<file path="src/rtl/pipe_stage_reg.sv">
// Elastic pipeline-stage register: main + skid entry with valid/ready handshake,
// synchronous flush, and bubble insertion on the control bundle when empty.
module pipe_stage_reg #(
  parameter int unsigned       DATA_W      = 24,
  parameter int unsigned       CTRL_W      = 4,
  parameter logic [CTRL_W-1:0] CTRL_BUBBLE = '0
) (
  input  logic              clk,
  input  logic              reset,
  input  logic              in_valid,
  output logic              in_ready,
  input  logic [DATA_W-1:0] in_data,
  input  logic [CTRL_W-1:0] in_ctrl,
  input  logic              flush,
  output logic              out_valid,
  input  logic              out_ready,
  output logic [DATA_W-1:0] out_data,
  output logic [CTRL_W-1:0] out_ctrl,
  output logic [1:0]        occupancy
);

  typedef enum logic [1:0] {
    EMPTY = 2'd0,
    ONE   = 2'd1,
    TWO   = 2'd2
  } state_t;

  state_t            state;
  logic [DATA_W-1:0] main_data, skid_data;
  logic [CTRL_W-1:0] main_ctrl, skid_ctrl;
  logic              in_fire, out_fire;

  // in_ready looks only at state and reset, so out_ready never reaches it combinationally.
  assign in_ready  = reset & (state != TWO);
  assign out_valid = (state != EMPTY);
  assign in_fire   = in_valid & in_ready;
  assign out_fire  = out_valid & out_ready;
  assign out_data  = main_data;
  assign out_ctrl  = out_valid ? main_ctrl : CTRL_BUBBLE;
  assign occupancy = 2'(state);

  always_ff @(posedge clk) begin
    if (!reset) begin
      state     <= EMPTY;
      main_data <= '0;
      main_ctrl <= CTRL_BUBBLE;
      skid_data <= '0;
      skid_ctrl <= '0;
    end else if (flush) begin
      // Payload registers are left untouched so out_data does not toggle.
      state <= EMPTY;
    end else begin
      case (state)
        EMPTY: begin
          if (in_fire) begin
            state     <= ONE;
            main_data <= in_data;
            main_ctrl <= in_ctrl;
          end
        end
        ONE: begin
          if (in_fire && out_fire) begin
            main_data <= in_data;
            main_ctrl <= in_ctrl;
          end else if (in_fire) begin
            state     <= TWO;
            skid_data <= in_data;
            skid_ctrl <= in_ctrl;
          end else if (out_fire) begin
            state <= EMPTY;
          end
        end
        TWO: begin
          if (out_fire) begin
            state     <= ONE;
            main_data <= skid_data;
            main_ctrl <= skid_ctrl;
          end
        end
        default: state <= EMPTY;
      endcase
    end
  end

endmodule

</file>
<file path="config.mk">
export PLATFORM = sky130hd
export DESIGN_NAME = pipe_stage_reg
export DESIGN_NICKNAME = d
export VERILOG_FILES = /design/src/rtl/pipe_stage_reg.sv
export SDC_FILE = /design/constraint.sdc
export NUM_CORES = 1
export LEC_CHECK = 0
export CORE_MARGIN = 1
export CORE_UTILIZATION = 45
export CTS_CLUSTER_DIAMETER = 50
export DETAILED_ROUTE_END_ITERATION = 12
export GPL_TIMING_DRIVEN = 0
export PLACE_DENSITY = 0.73
export SETUP_SLACK_MARGIN = 0.1
export SLEW_MARGIN = 20
export SYNTH_ARGS = -nofsm -noshare
export SYNTH_HDL_FRONTEND = slang
export SYNTH_SLANG_ARGS = --single-unit
</file>
<file path="constraint.sdc">
create_clock -name clk -period 1.6 [get_ports clk]
set_input_delay 0.4 -clock clk [delete_from_list [all_inputs] [get_ports clk]]
set_output_delay 0.4 -clock clk [all_outputs]
set_load 0.03 [all_outputs]
</file>
After elaboration in Yosys (flattened, before gate mapping)
Index checks and enable logic that the tools add are counted.
- register bits after elaboration: 58
- word-level logic and storage cells: 42
- equal/unequal tests: 8
- muxes and demuxes: 15
- bitwise gates (word level): 6
- reductions and logical operators: 8
- operator list (kind ; number):
    $mux 24 ; 3
    $pmux 24 s3 ; 1
    $mux 4 ; 4
    $pmux 4 s3 ; 1
    $mux 2 ; 5
    $ne 2x2->1 const B ; 5
    $reduce_and 4->1 ; 2
    $pmux 2 s3 ; 1
    $reduce_and 5->1 ; 1
    $and 1x1->1 ; 3
    $ne 3x3->1 const B ; 1
    $not 1->1 ; 3
    $reduce_bool 3->1 ; 1
    $eq 2x1->1 const B ; 1
    $eq 2x2->1 const B ; 1
    $logic_not 2->1 ; 1
    $reduce_bool 2->1 ; 1
    $reduce_or 2->1 ; 1
    $logic_and 1x1->1 ; 1

Logic depth before layout (Yosys ltp)
- depth after elaboration: 6
- gate-level depth with buffers: 5

Least setup slack after synthesis
Ideal clock, no wire load.
- kind: register to output
- start: register state[0] (netlist: occupancy[0])
- end: output in_ready
- data arrival time: 1.342 ns
- required time: 1.200 ns
- path slack: -0.142 ns
- stages on the path, launching flop included: 5
- path through: dfxtp_1 nand2b_1 buf_2 buf_4 and2_1
- cells in the longest elaborated chain, start to end: 2
- ends and longest elaborated chain (element ; line ; source):
    from (decl) ; 28 ; state_t state;
    from (signal assigned) ; 44 ; state <= EMPTY;
    from (signal assigned) ; 51 ; state <= EMPTY;
    from (signal assigned) ; 56 ; state <= ONE;
    $ne 2x2->1 ; 34 ; assign in_ready = reset & (state != TWO);
    $and 1x1->1 ; 34 ;
    to (decl) ; 11 ; output logic in_ready,
Every way passes these cells.

Worst setup path in the final report
- start: register state[1] (netlist: occupancy[1])
- end: output out_valid
- cells in the longest elaborated chain, start to end: 1
- ends and longest elaborated chain (element ; line ; source):
    $reduce_bool 2->1 ; 35 ; assign out_valid = (state != EMPTY);
    to (decl) ; 15 ; output logic out_valid,
Every way passes these cells.

==> impl_metrics.toml <==
[status]
status = "complete, but fails checks"
failed_checks = "negative setup slack"

[sta]
hold_ws_ps = 458.0
rsz0062_at_grt = "yes"
setup_tns_ps = -295.0
maxSlewViolCount = 0
min_period_over_period_pct = 104.9
fin_ws_ps = -78.10
slew_headroom_pct = 45.90
fmax_ghz = 0.5959
finalCriticalPeriod_ps = 1678
setup_viol = 6
hold_viol = 0
tightest_slew_ps = 811.5
fin_skew_ps = 7.708

[layout]
fin_area_um2 = 4659
multi_input_area_um2 = 2014
drive_above_1_share_pct = 56.89
fillerInstances = 301
diodes = 0
layout.nets = 421
area_growth_syn_to_layout_pct = 72.89
regArea_um2 = 1169

[grt]
grt.overflow.total = 0
grtUsageTotal_pct = 29.63
first_global_vias = 2769
grt_max_degree = 11
antenna_found_initial = 0
grt_pass1_wl_mm = 14.15

[critical_path]
critPathBufInv = 3
critical_path.max_fanout = 5
worstPathRequired_ps = 1200
end_kind = "output pin"
slowest_stage = "dfxtp_4"
slowest_delay_ps = 380
crit_type = "register to output pin"
critical-path-top-delay-family = "flip-flops"
crit_arrival_ps = 1280
crit_chain = "nor2_4 > buf_4 > inv_2 > buf_6"
critPathLaunchType = "register"

[route]
ant_nets = 0
via_count = 2964
drcViolationCount = 0
wl_per_cell_um = 22.79
routed_wl_mm = 10.57
vias_per_cell = 6.388
dr.first_iter.drc_count = 239
dr.pass1.iters = 5

[clocking]
cts_made_buffers = 9
root_buffer = "clkbuf_8"
clk_pin_slew_ps = 70
cts_tree = "yes"
clock-sinks = 58
insertion_delay_ps = 350
h-tree-depth = 3
clockBufferDepth = 2

[synth]
syn_avg_cell_area_um2 = 9.293
synth_top_area_share_pct = 43.08
synth_warnings = 0
yosysUniqueCellTypes = 26
ys_seq_elements = 58
yosysTopAreaCell = "dfxtp_1"
ys_seq_area_share_pct = 43.08
synth_area_um2 = 2695
syn_nets = 323
ys_top_cells_by_area = "dfxtp_1 43%, mux2i_1 10%, a311oi_1 9.1%"
synthCells = 290

[flow_run]
maxCapViolCount = 0

[power_and_ir_drop]
power_density_nw_per_um2 = 785.1
p_leak_nw = 1.768
worst_ir_drop_vdd_uv = 606.3
p_total_mw = 3.658

[placed_design]
place_area_um2 = 3432
gp_congestion = 0.7600
port_buffers = 64
place_hpwl_mm = 4.951

[die]
fp.dieH_um = 79.39
start_util_pct = 47.77
pin_count = 65
fp.dieArea_um2 = 6303
die_x_um = 79.39
placementRows = 27
coreArea_um2 = 5642

[worst_hold_path]
min_path_type = "register to register"
==> cells in the mapped netlist (all sizes together) <==
library cell / instances
a211oi: 29
a21oi: 30
a311oi: 28
a31o: 1
and2: 2
and4bb: 2
buf: 24
clkbuf: 13
dfxtp: 58
inv: 2
mux2i: 28
nand2: 3
nand2b: 4
nand3: 28
nand4bb: 1
nor2: 2
nor2b: 5
o21ai: 28
o21ba: 1
or3b: 1
==> routing by layer <==
layer / up-vias / track usage (%) / share of wire, %
met2: 130 / 47.07 / 49
met5: - / 0 / 0
met4: 0 / 11.09 / 2.8
met1: 1492 / 37.86 / 43
li1: 1309 / - / -
met3: 33 / 8.686 / 5.9
==> layout by cell type, fill, tap and decap left out, drive strengths merged, types with 3 or more instances in the layout <==
cell,n
a211oi,29
a21oi,30
a311oi,28
buf,55
clkbuf,46
clkdlybuf4s15,4
clkdlybuf4s50,28
dfxtp,58
dlygate4sd2,4
mux2i,28
nand2,3
nand2b,4
nand3,28
nor2b,5
o21ai,28
==> cell type report <==
type / instances / area share (%)
multi-input cells: 193 / 43.23
repair buffers: 88 / 17.62
inverters: 2 / 0.1611
clock inverters: 2 / 0.7519
clock buffers: 13 / 3.625
plain buffers: 36 / 7.599
well taps: 72 / 1.933
flip-flops and latches: 58 / 25.08
==> metrics by stage <==
stage	worst slack [ps]	util, %	cells
3_3_place_gp	-569.1	60.83	426
2_1_floorplan	121.8	-	290
6_report	-78.10	82.59	464
5_1_grt	-123.5	82.59	464
3_5_place_dp	-586.3	60.83	426
4_1_cts	-151.5	74.94	459
==> cells by family (layout without fill, tap and decap cells) <==
kind of cell / after synthesis / after routing / share of synthesized area, %
AO/OA/AOI/OAI: 117 / 117 / 28.64
buffers and inverters: 39 / 141 / 7.753
flip-flops: 58 / 58 / 43.08
multiplexers: 28 / 28 / 10.40
AND/OR/NAND/NOR: 48 / 48 / 10.12
==> sequential cells by signal (all words and copies together), names as in the netlist <==
signal and count:
occupancy 2, main_ctrl 4, out_data 24, skid_ctrl 4, skid_data 24
==> power by group <==
part	total, mW	switching (mW)	leakage [nW]	internal [mW]
Sequential	1.52	0.0356	0.472	1.49
Combinational	0.712	0.405	1.19	0.307
Clock	1.42	0.588	0.106	0.836
Total	3.66	1.03	1.77	2.63
==> worst min-delay path, delay by kind of cell (launching register included) <==
kind | cells | cell delay (ps)
compound gates | 2 | 100
flops | 1 | 320
==> path summary, 6_finish.rpt <==
check	start	end	slack (ps)	depth (start not counted)
min reg2reg	skid_data[8]	skid_data[8]	460	2
max	occupancy[1]	out_valid	-80	4
min	skid_data[8]	skid_data[8]	460	2
max reg2reg	occupancy[0]	out_data[9]	-10	7
==> repair_timing <==
item | 4_1_cts | 5_1_grt
gates resized for setup | 209 | 149
hold buffers | 0 | 0
pin swaps | 33 | 29
setup buffers | 16 | 4
cloned | 2 | 2
hold endpoints to repair | 0 | 0
setup endpoints to repair | 84 | 85
No activity file was read; power rests on OpenSTA's default activity.
